### src/rtl/ahb3lite_gpio.sv
// ahb3lite_gpio: AHB3-Lite GPIO slave with direction, atomic set/clear, synchronised inputs and rising-edge IRQ
module ahb3lite_gpio #(
  parameter int GPIO_WIDTH = 8,
  parameter int HADDR_SIZE = 32,
  parameter int HDATA_SIZE = 32,
  parameter int SYNC_STAGES = 2,
  parameter logic [GPIO_WIDTH-1:0] OUT_RST = '0
) (
  input  logic                  HCLK,
  input  logic                  HRESETn,
  input  logic                  HSEL,
  input  logic [HADDR_SIZE-1:0] HADDR,
  input  logic [HDATA_SIZE-1:0] HWDATA,
  output logic [HDATA_SIZE-1:0] HRDATA,
  input  logic                  HWRITE,
  input  logic [2:0]            HSIZE,
  input  logic [2:0]            HBURST,
  input  logic [3:0]            HPROT,
  input  logic [1:0]            HTRANS,
  input  logic                  HREADY,
  output logic                  HREADYOUT,
  output logic                  HRESP,
  input  logic [GPIO_WIDTH-1:0] gpio_i,
  output logic [GPIO_WIDTH-1:0] gpio_o,
  output logic [GPIO_WIDTH-1:0] gpio_oe_o,
  output logic                  irq_o
);
  typedef enum logic [1:0] {S_OK, S_ERR1, S_ERR2} state_t;
  state_t state;
  logic dp_valid, dp_write, ready_q, resp_q, accept, bad, we, unused;
  logic [2:0] dp_off;
  logic [3:0] dp_lanes, lanes;
  logic [31:0] lane_bits;
  logic [GPIO_WIDTH-1:0] data_out, dir, irq_en, irq_stat, prev, data_in, rise, wmask, wbits, rd;
  logic [SYNC_STAGES-1:0][GPIO_WIDTH-1:0] sync;
  assign accept = HSEL & HREADY & HTRANS[1];
  assign bad = (HADDR[4:2] == 3'd7) | (HSIZE > 3'd2);
  assign lanes = (HSIZE == 3'd0) ? 4'b0001 << HADDR[1:0] :
                 (HSIZE == 3'd1) ? (HADDR[1] ? 4'b1100 : 4'b0011) : 4'b1111;
  assign lane_bits = {{8{dp_lanes[3]}}, {8{dp_lanes[2]}}, {8{dp_lanes[1]}}, {8{dp_lanes[0]}}};
  assign wmask = lane_bits[GPIO_WIDTH-1:0];
  assign wbits = HWDATA[GPIO_WIDTH-1:0] & wmask;
  assign we = dp_valid & dp_write & HREADY;
  assign data_in = sync[SYNC_STAGES-1];
  assign rise = data_in & ~prev;
  assign rd = (dp_off == 3'd0) ? data_out :
              (dp_off == 3'd3) ? dir :
              (dp_off == 3'd4) ? data_in :
              (dp_off == 3'd5) ? irq_en :
              (dp_off == 3'd6) ? irq_stat : '0;
  assign HRDATA = (dp_valid & ~dp_write) ? HDATA_SIZE'(rd) : '0;
  assign HREADYOUT = ready_q;
  assign HRESP = resp_q;
  assign gpio_o = data_out;
  assign gpio_oe_o = dir;
  assign irq_o = |(irq_stat & irq_en);
  assign unused = ^{HBURST, HPROT, HADDR, HWDATA, HTRANS[0]};
  // Address-phase capture and the two-cycle ERROR response sequencer
  always_ff @(posedge HCLK or negedge HRESETn)
    if (!HRESETn) begin
      state <= S_OK;
      dp_valid <= 1'b0;
      dp_write <= 1'b0;
      dp_off <= '0;
      dp_lanes <= '0;
      ready_q <= 1'b1;
      resp_q <= 1'b0;
    end else if (state == S_ERR1) begin
      state <= S_ERR2;
      dp_valid <= 1'b0;
      ready_q <= 1'b1;
      resp_q <= 1'b1;
    end else if (HREADY) begin
      state <= (accept & bad) ? S_ERR1 : S_OK;
      dp_valid <= accept & ~bad;
      dp_write <= HWRITE;
      dp_off <= HADDR[4:2];
      dp_lanes <= lanes;
      ready_q <= ~(accept & bad);
      resp_q <= accept & bad;
    end
  // Input synchroniser and edge history
  always_ff @(posedge HCLK or negedge HRESETn)
    if (!HRESETn) begin
      sync <= '0;
      prev <= '0;
    end else begin
      sync <= {sync[SYNC_STAGES-2:0], gpio_i};
      prev <= data_in;
    end
  // Register writes at the end of the data phase; edge capture beats a same-cycle W1C
  always_ff @(posedge HCLK or negedge HRESETn)
    if (!HRESETn) begin
      data_out <= OUT_RST;
      dir <= '0;
      irq_en <= '0;
      irq_stat <= '0;
    end else begin
      data_out <= !we ? data_out :
                  (dp_off == 3'd0) ? (data_out & ~wmask) | wbits :
                  (dp_off == 3'd1) ? data_out | wbits :
                  (dp_off == 3'd2) ? data_out & ~wbits : data_out;
      dir <= (we && dp_off == 3'd3) ? (dir & ~wmask) | wbits : dir;
      irq_en <= (we && dp_off == 3'd5) ? (irq_en & ~wmask) | wbits : irq_en;
      irq_stat <= (irq_stat & ~((we && dp_off == 3'd6) ? wbits : '0)) | rise;
    end
endmodule

### config.mk
export PLATFORM = sky130hd
export DESIGN_NAME = ahb3lite_gpio
export DESIGN_NICKNAME = d
export VERILOG_FILES = /design/src/rtl/ahb3lite_gpio.sv
export SDC_FILE = /design/constraint.sdc
export NUM_CORES = 1
export LEC_CHECK = 0
export CORE_MARGIN = 2
export CORE_UTILIZATION = 42
export CTS_CLUSTER_DIAMETER = 120
export DETAILED_ROUTE_END_ITERATION = 8
export PLACE_DENSITY = 0.86
export SYNTH_ARGS = -nofsm -noshare
export SYNTH_HDL_FRONTEND = slang
export SYNTH_SLANG_ARGS = --single-unit
### constraint.sdc
create_clock -name HCLK -period 1.95 [get_ports HCLK]
set_clock_uncertainty 0.15 [all_clocks]
set_input_delay 0.195 -clock HCLK [delete_from_list [all_inputs] [get_ports HCLK]]
set_output_delay 0.195 -clock HCLK [all_outputs]
set_load 0.02 [all_outputs]
## Yosys cells after proc, flatten, opt, wreduce, memory -nomap -nowiden

Index checks and enable logic that the tools add are counted.

- $lt $le $gt $ge: 1
- Equality and inequality tests: 9
- Shift-type cells: 1
- Multiplexer cells: 22
- Bitwise logic cells: 29
- Reductions and logical operators: 10

Operators by type and width:

| kind | count |
|---|---|
| 8-bit 2-to-1 mux | 10 |
| 8-bit bitwise AND | 8 |
| 8-bit bitwise OR | 5 |
| 8-bit NOT | 4 |
| 3-bit == test, second input constant | 4 |
| 1-bit 2-to-1 mux | 10 |
| 8-bit OR reduction | 1 |
| 1-bit bitwise AND | 7 |
| 3-bit by 1-bit == test with 1-bit output, second input constant | 2 |
| 3-bit by 2-bit == test with 1-bit output, second input constant | 2 |
| 3-bit logical NOT | 2 |
| 2-bit 2-to-1 mux | 2 |
| 1-bit NOT | 4 |
| 2-bit AND reduction | 2 |
| 3-bit by 2-bit greater-than comparator with 1-bit output, second input constant | 1 |
| 1-bit logical AND | 3 |
| 3-bit nonzero test | 1 |
| 2-bit by 1-bit == test with 1-bit output, second input constant | 1 |
| 2-bit nonzero test | 1 |
| 1-bit by 2-bit left shift with 1-bit output, first input constant | 1 |
| 1-bit bitwise OR | 1 |

- Flip-flop bits (word level): 66
- Input port bits: 89
- Word-level logic and storage cells: 86

## Longest topological paths before layout

Gate-level depths: netlist of the first run.

- Word-level depth: 7
- Depth in mapped cells: 6
- Gate-level depth less buffers: 3

## Worst setup path after synthesis of the first run

No wires, ideal clock.

- Path kind: register to output
- From: register dp_off[2]
- To: output port HRDATA[6]
- Data arrival time: 1.556 ns
- Slack: 0.049 ns
- Cell stages (with the launch flop): 6
- Buffers on the path: 3
- Path through: dfrtp_1 -> buf_6 -> or3_1 -> clkbuf_1 -> buf_2 -> a31oi_1

- Word-level cells in the longest chain between the ends: 7

RTL lines:

| what | RTL line | text |
|---|---|---|
| start, declared | 31 | `logic [2:0] dp_off;` |
| start signal, assigned | 77 | `dp_off <= HADDR[4:2];` |
| 3-bit == test | 50 | `(dp_off == 3'd6) ? irq_stat : '0;` |
| 8-bit 2-to-1 mux | 50 |  |
| 8-bit 2-to-1 mux | 49 | `(dp_off == 3'd5) ? irq_en :` |
| 8-bit 2-to-1 mux | 48 | `(dp_off == 3'd4) ? data_in :` |
| 8-bit 2-to-1 mux | 47 | `(dp_off == 3'd3) ? dir :` |
| 8-bit 2-to-1 mux * | 46 | `assign rd = (dp_off == 3'd0) ? data_out :` |
| 8-bit 2-to-1 mux * | 51 | `assign HRDATA = (dp_valid & ~dp_write) ? HDATA_SIZE'(rd) : '0;` |
| end, declared | 14 | `output logic [HDATA_SIZE-1:0] HRDATA,` |

Mark *: on every way between the ends. The rest lies on a longest branch, timed or not.

## Worst setup path after layout of the first run

- From: register dp_off[1]
- To: output port HRDATA[4]

Same word-level chain as after synthesis.

==> summary.txt, run 1 <==
Detailed routing
  • Total detailed-routing wirelength: 7.66 mm
  • Via Count: 2340
  • Starting DRT DRC Count: 126
  • Via-to-Cell Ratio: just over 5
  • DR DRC count: 0
  • Antenna viol nets, final: 0
  • Detail-routed net length per standard cell: 17.0 µm
  • DR pass1 iterations: 4

CTS
  • Clk buf depth: 2
  • Number of buffers created by CTS: 9
  • CTS tree: built
  • CTS root buffer: sky130_fd_sc_hd__clkbuf_8
  • Clock net sink count: 66
  • Max H-tree Level: 3
  • Clock-pin transition on the worst setup and hold timing paths: approximately 0.07 ns
  • Clock latency of the later-clocked register in the worst-skew pair: 0.35 ns

Global route
  • Antenna violations before repair: 0
  • Pin count of the biggest net entering global routing: 28
  • Overall global routing resource usage: 20.3%
  • First-pass GRT wire length: about 12 mm
  • Total congestion overflow: 0
  • Vias in the first global route: 2338

Final layout
  • Finished layout cell area: 4150 µm²
  • Share of layout cells above drive strength 1: a little under a third
  • Final core utilization: between 50% and 60%
  • ANT cells: 0
  • Count of nets after finishing: ~440
  • Area growth syn-to-layout: 35.3%

STA
  • Setup TNS: -0.807 ns
  • Unrepaired setup endpoints after global routing: yes
  • Final period utilization: 106%
  • Final number of hold-violating endpoints: 0
  • Total count of max-transition violations in the final report: 0
  • Worst-margin pin slew: 0.656 ns
  • Setup WS post-layout: -0.121 ns
  • Slew headroom: 56.3%
  • Highest clock rate: 483 MHz
  • Setup Viol. Count Final: 8
  • Min cycle time layout: 2.07 ns

Die
  • Die Span Y: 89.5 µm
  • Core box area: slightly above 7000 µm²
  • # rows: 31
  • Initial Util: 42.8%
  • Total die area: 8010 µm²
  • Top-level I/O count: 140
  • Die X: 89.5 µm

Worst hold path
  • Cell count of the worst hold path: 1
  • Worst Hold Class: primary input to register

Power
  • Total power density per cell area: 842 nW/µm²
  • Static leakage: 1.90 nW
  • Worst VDD drop: 0.630 mV
  • Post-route total power: about 0.0035 W

Synth
  • Portion of synthesized cell area occupied by the leading cell type: 53.0%
  • Number of distinct library cell variants in the gate-level netlist after synthesis: 34
  • Instance count of the mapped netlist: between 200 and 300
  • Syn Area/Cell: 11.9 µm²
  • Register area share after synthesis: 53.9%
  • Flip-flop and latch count after synthesis: 66
  • Biggest area contributors in the synthesized netlist: sky130_fd_sc_hd__dfrtp_1, sky130_fd_sc_hd__mux2_4, sky130_fd_sc_hd__buf_4, sky130_fd_sc_hd__mux2_2, sky130_fd_sc_hd__o21ai_0
  • Cell type with the largest total area after synthesis: sky130_fd_sc_hd__dfrtp_1
  • Summed instance area of the synthesized netlist: 3070 µm²
  • Total of warnings raised by yosys: 0

Status
  • Violations in the final reports: negative setup slack
  • Status: complete, but fails checks

Place
  • Cell Area, Placed: 3810 µm²
  • # port buffers: 56
  • Detail Placement HPWL: 5.37 mm
  • Weighted congestion at the end of routability-driven global placement: 0.941
  • Placement-stage worst setup slack: -0.238 ns

Critical path
  • Setup CP Type: register to output pin
  • Arr. time, crit path: between 1.5 and 2 ns
  • R2R setup slack: 0.08 ns
  • Category of the worst setup path launch point: register
  • Cells on worst reg2reg path: 6
  • Critical Path RT: 1.60 ns
  • Type of element capturing the critical path: output pin
  • Maximum fanout along the worst path: 11

Flow run
  • Maxcap violations: 0
worst max-delay path, stage by stage, from the launching register on:
cell                      delay, ns
sky130_fd_sc_hd__dfrtp_1       0.40
sky130_fd_sc_hd__buf_6         0.15
sky130_fd_sc_hd__nor2b_2       0.19
sky130_fd_sc_hd__buf_4         0.19
sky130_fd_sc_hd__a22oi_2       0.06
sky130_fd_sc_hd__a31oi_1       0.21
sky130_fd_sc_hd__buf_4         0.18
cell usage in the layout (no fill, tap or decap), types with 9 or more instances in the layout:
| master | count |
|---|---|
| sky130_fd_sc_hd__dfrtp_1 | 64 |
| sky130_fd_sc_hd__inv_1 | 17 |
| sky130_fd_sc_hd__o21ai_0 | 10 |
| sky130_fd_sc_hd__buf_4 | 36 |
| sky130_fd_sc_hd__clkdlybuf4s50_1 | 46 |
| sky130_fd_sc_hd__nand3_1 | 9 |
| sky130_fd_sc_hd__conb_1 | 24 |
| sky130_fd_sc_hd__nand2_1 | 9 |
| sky130_fd_sc_hd__nor2b_1 | 11 |
| sky130_fd_sc_hd__mux2_2 | 12 |
| sky130_fd_sc_hd__mux2_4 | 17 |
| sky130_fd_sc_hd__clkbuf_8 | 11 |
Yosys cell counts (all sizes together):
cell / count
a211o: 1
nand2b: 1
a21oi: 1
a21o: 1
mux2: 29
and3: 2
o21a: 1
and2b: 1
a22o: 8
nor2b: 13
dfstp: 1
conb: 1
or3: 2
a31oi: 8
buf: 34
o21ai: 18
and3b: 2
and2: 1
clkbuf: 4
nand2: 9
and4: 1
nand3: 9
a32oi: 6
nand4: 2
a22oi: 7
o41ai: 8
nor2: 3
inv: 17
a21boi: 1
dfrtp: 65
layout make-up:
| type | instances | area, µm² |
|---|---|---|
| multi-input cells | 159 | 1230 |
| flip-flops and latches | 66 | 1650 |
| fillers | 579 | 3020 |
| repair buffers | 96 | 890 |
| clock inverters | 3 | 40.0 |
| clock buffers | 11 | 151 |
| inverters | 17 | 63.8 |
| well taps | 99 | 124 |
what timing repair did:
action	CTS	global route
endpoints found under the setup margin	9	8
buffers inserted	5	3
hold buffers	1	0
resized for setup	61	20
hold endpoints to repair	25	0
cloned	0	1
pin swaps	5	4
per-stage QoR:
stage	std cells	hold WS [ns]
CTS	447	0.122
global placement	427	0.0949
global route	451	0.115
finish	451	0.128
floorplan	280	-0.251
detailed placement	427	0.102
power by group:
part | leakage, nW | total, W | switching, W | internal (W)
registers | 0.799 | 0.00156 | 0.0000848 | 0.00147
clock network | 0.101 | 0.00114 | 0.000497 | 0.000641
logic | 1.00 | 0.000801 | 0.000393 | 0.000408
total | 1.90 | 0.00350 | 0.000975 | 0.00252
final timing paths:
| kind | startpoint | end |
|---|---|---|
| min reg2reg | sync[3] | data_in[3] |
| min | gpio_i[7] | sync[7] |
| min in group asynchronous | HRESETn | prev[5] |
| max in group asynchronous | HRESETn | HREADYOUT |
| max reg2reg | dp_off[1] | register |
| max | dp_off[1] | HRDATA[4] |
layer usage:
layer  track usage, %  up-vias  share of wire, %
met5                0        -                 0
met4             8.14        0               1.7
met3             7.48       16               6.6
met2             31.0       98                50
met1             26.2     1172                42
li1                 -     1054                 -
cell families (layout without fill, tap and decap cells):
| group | count (synthesis) | after routing | synth area share, % |
|---|---|---|---|
| other | 1 | 24 | 0.122 |
| AO/OA/AOI/OAI | 60 | 60 | 13.7 |
| buffers and inverters | 55 | 127 | 11.1 |
| flip-flops | 66 | 66 | 53.9 |
| multiplexers | 29 | 29 | 12.6 |
| AND/OR/NAND/NOR | 46 | 46 | 8.60 |
Power figures use the tool's default switching activity.
==> run 2, diff against run 1 <==
- ABC_CLOCK_PERIOD_IN_PS: unset -> 1950
==> results of run 2 <==
Final layout, timing and power as in run 1 (identical DEF).
==> run 3, diff against run 2 <==
- CORE_MARGIN: 2 -> unset
==> run 3 against run 2 <==
Effect of this change: the flow still finishes with violations (negative setup slack); via count shrank 0.47%; utilization grew 1.7 points; cell count shrank 2.4%; power shrank 1.4%; routed wire length shrank 2.8%; combinational power shrank 3.2%; clock power is essentially flat; maximum frequency shrank 0.79%; global-route usage grew 0.41 points; design area shrank 0.36%; critical path depth is the same; highest routed layer unchanged.
==> summary.txt, run 3 (same netlist as run 1, synthesis figures left out) <==
CTS
  • Clock net sink count: 66
  • Max H-tree Level: 3
  • Number of buffers created by CTS: 9
  • CTS tree: built
  • CTS root buffer: sky130_fd_sc_hd__clkbuf_8
  • Clk buf depth: 2
  • Clock-pin transition on the worst setup and hold timing paths: around 0.060 ns
  • Clock latency of the later-clocked register in the worst-skew pair: between 0.3 and 0.4 ns

Place
  • Detail Placement HPWL: roughly 5.0 mm
  • Weighted congestion at the end of routability-driven global placement: 0.877
  • Placement-stage worst setup slack: -0.286 ns
  • Placed Cells: 420
  • # port buffers: 56

Die
  • Die X: around 87 µm
  • Initial Util: 44.2%
  • Die Span Y: 87.5 µm
  • # rows: 30
  • Top-level I/O count: 140
  • Total die area: 7650 µm²
  • Core box area: 6940 µm²

Global route
  • GR Util met2: roughly a third
  • Met1 Track Usage GR: between 20 and 30%
  • Total congestion overflow: 0
  • Antenna violations before repair: 0
  • Layer with the highest usage: met2
  • Pin count of the biggest net entering global routing: 42
  • Vias in the first global route: 2401
  • First-pass GRT wire length: 11.6 mm
  • Met3 layer usage reported by global route: 4.83%
  • Overall global routing resource usage: 20.7%

Detailed routing
  • Starting DRT DRC Count: 105
  • Detail-routed net length per standard cell: roughly 17 µm
  • Via Count: 2329
  • Antenna viol nets, final: 0
  • Total detailed-routing wirelength: roughly 7.4 mm
  • DR DRC count: 0
  • Via-to-Cell Ratio: 5.29
  • DR pass1 iterations: 4

STA
  • Min cycle time layout: 2.09 ns
  • Worst-margin pin slew: roughly 0.62 ns
  • Setup TNS: -0.876 ns
  • Final period utilization: 107%
  • Setup WS post-layout: -0.138 ns
  • Total count of max-transition violations in the final report: 0
  • Unrepaired setup endpoints after global routing: yes
  • Highest clock rate: 479 MHz
  • Setup Viol. Count Final: 8
  • Slew headroom: 58.7%
  • Final number of hold-violating endpoints: 0

Final layout
  • ANT cells: 0
  • Leading cell type in the layout, fill and taps excluded: sky130_fd_sc_hd__dfrtp_1
  • Area growth syn-to-layout: 34.9%
  • Count of nets after finishing: 429
  • Highest-count cells in the layout ignoring fill and taps: sky130_fd_sc_hd__dfrtp_1, sky130_fd_sc_hd__clkdlybuf4s50_1, sky130_fd_sc_hd__conb_1, sky130_fd_sc_hd__buf_4
  • Final cell count without fillers: between 400 and 500
  • Combined area of the multi-input logic cells: 1280 µm²
  • Final core utilization: 59.6%
  • Share of layout cells above drive strength 1: 29.9%
  • Fill cell count: 545
  • FF+latch area: 1650 µm²

Power
  • Worst VDD drop: 0.397 mV
  • Static leakage: 1.86 nW
  • Post-route total power: 0.00345 W
  • Total power density per cell area: 832 nW/µm²

Critical path
  • Reg-to-Reg Start: dp_off[1]
  • Arr. time, crit path: 1.74 ns
  • Setup CP Type: register to output pin
  • Cells on worst reg2reg path: 6
  • Maximum fanout along the worst path: 6
  • R2R setup slack: between 0.1 and 0.15 ns
  • Critical Path RT: 1.60 ns
  • Type of element capturing the critical path: output pin
  • Category of the worst setup path launch point: register

Flow run
  • Maxcap violations: 0

Worst hold path
  • Worst Hold Class: primary input to register
  • Cell count of the worst hold path: 1
  • Hold Crit Endpoint: sync[1]
  • Worst Hold Launch: gpio_i[1]

Status
  • Status: complete, but fails checks
  • Violations in the final reports: negative setup slack
==> run 3: cell types whose count changed in the layout (fill, tap and decap cells not counted), sizes merged <==
cell and change:
clkbuf +1, buf -9
==> run 3: area by class of cell <==
class | instances | share of cell area [%]
clock buffers | 12 | 3.51
clock inverters | 3 | 0.967
inverters | 17 | 1.54
multi-input cells | 159 | 30.9
flip-flops and latches | 66 | 40.0
well taps | 96 | 2.90
repair buffers | 87 | 20.2
==> run 3: worst max path at each step <==
stage	endpoint	slack [ns]	from
finish	HRDATA[1]	-0.14	dp_off[0]
global route	HRDATA[1]	-0.19	dp_off[0]
CTS	HRDATA[3]	-0.14	dp_off[0]
detailed placement	HRDATA[0]	-0.29	dp_off[0]
global placement	HRDATA[4]	-0.21	dp_off[2]
floorplan	HRDATA[6]	0.05	dp_off[2]
==> run 3: power breakdown <==
group,internal [W],switching (W),total (W)
clock network,0.000615,0.000496,0.00111
registers,0.00147,0.0000880,0.00156
logic,0.000384,0.000391,0.000775
==> run 3: per-layer routing <==
layer | vias to the layer above | part of all wire [%] | wire, µm
met5 | - | 0 | 0
met4 | 0 | 3.7 | 274
met3 | 31 | 6.5 | 483
met2 | 110 | 50 | 3690
met1 | 1154 | 40 | 2990
li1 | 1034 | - | -
==> run 3: worst max-delay path: stages, from the launching register on <==
cell	delay [ns]
sky130_fd_sc_hd__dfrtp_2	0.44
sky130_fd_sc_hd__buf_6	0.15
sky130_fd_sc_hd__nor2b_1	0.10
sky130_fd_sc_hd__buf_4	0.17
sky130_fd_sc_hd__a32oi_1	0.10
sky130_fd_sc_hd__a31oi_1	0.24
sky130_fd_sc_hd__buf_4	0.19
==> run 3: repair_timing <==
| item | CTS | global route |
|---|---|---|
| gates resized for setup | 84 | 7 |
| endpoints found under the hold margin | 24 | 0 |
| pin swaps | 13 | 5 |
| hold buffers | 1 | 0 |
| setup buffers | 4 | 0 |
| setup endpoints to repair | 9 | 8 |
==> run 3: stage by stage <==
stage / hold WS, ns / cell area (µm²)
final: 0.132 / 4140
after global routing: 0.123 / 4140
after CTS: 0.119 / 4120
after detailed placement: 0.0913 / 3770
after global placement: 0.0797 / 3770
after floorplan: -0.251 / 3160
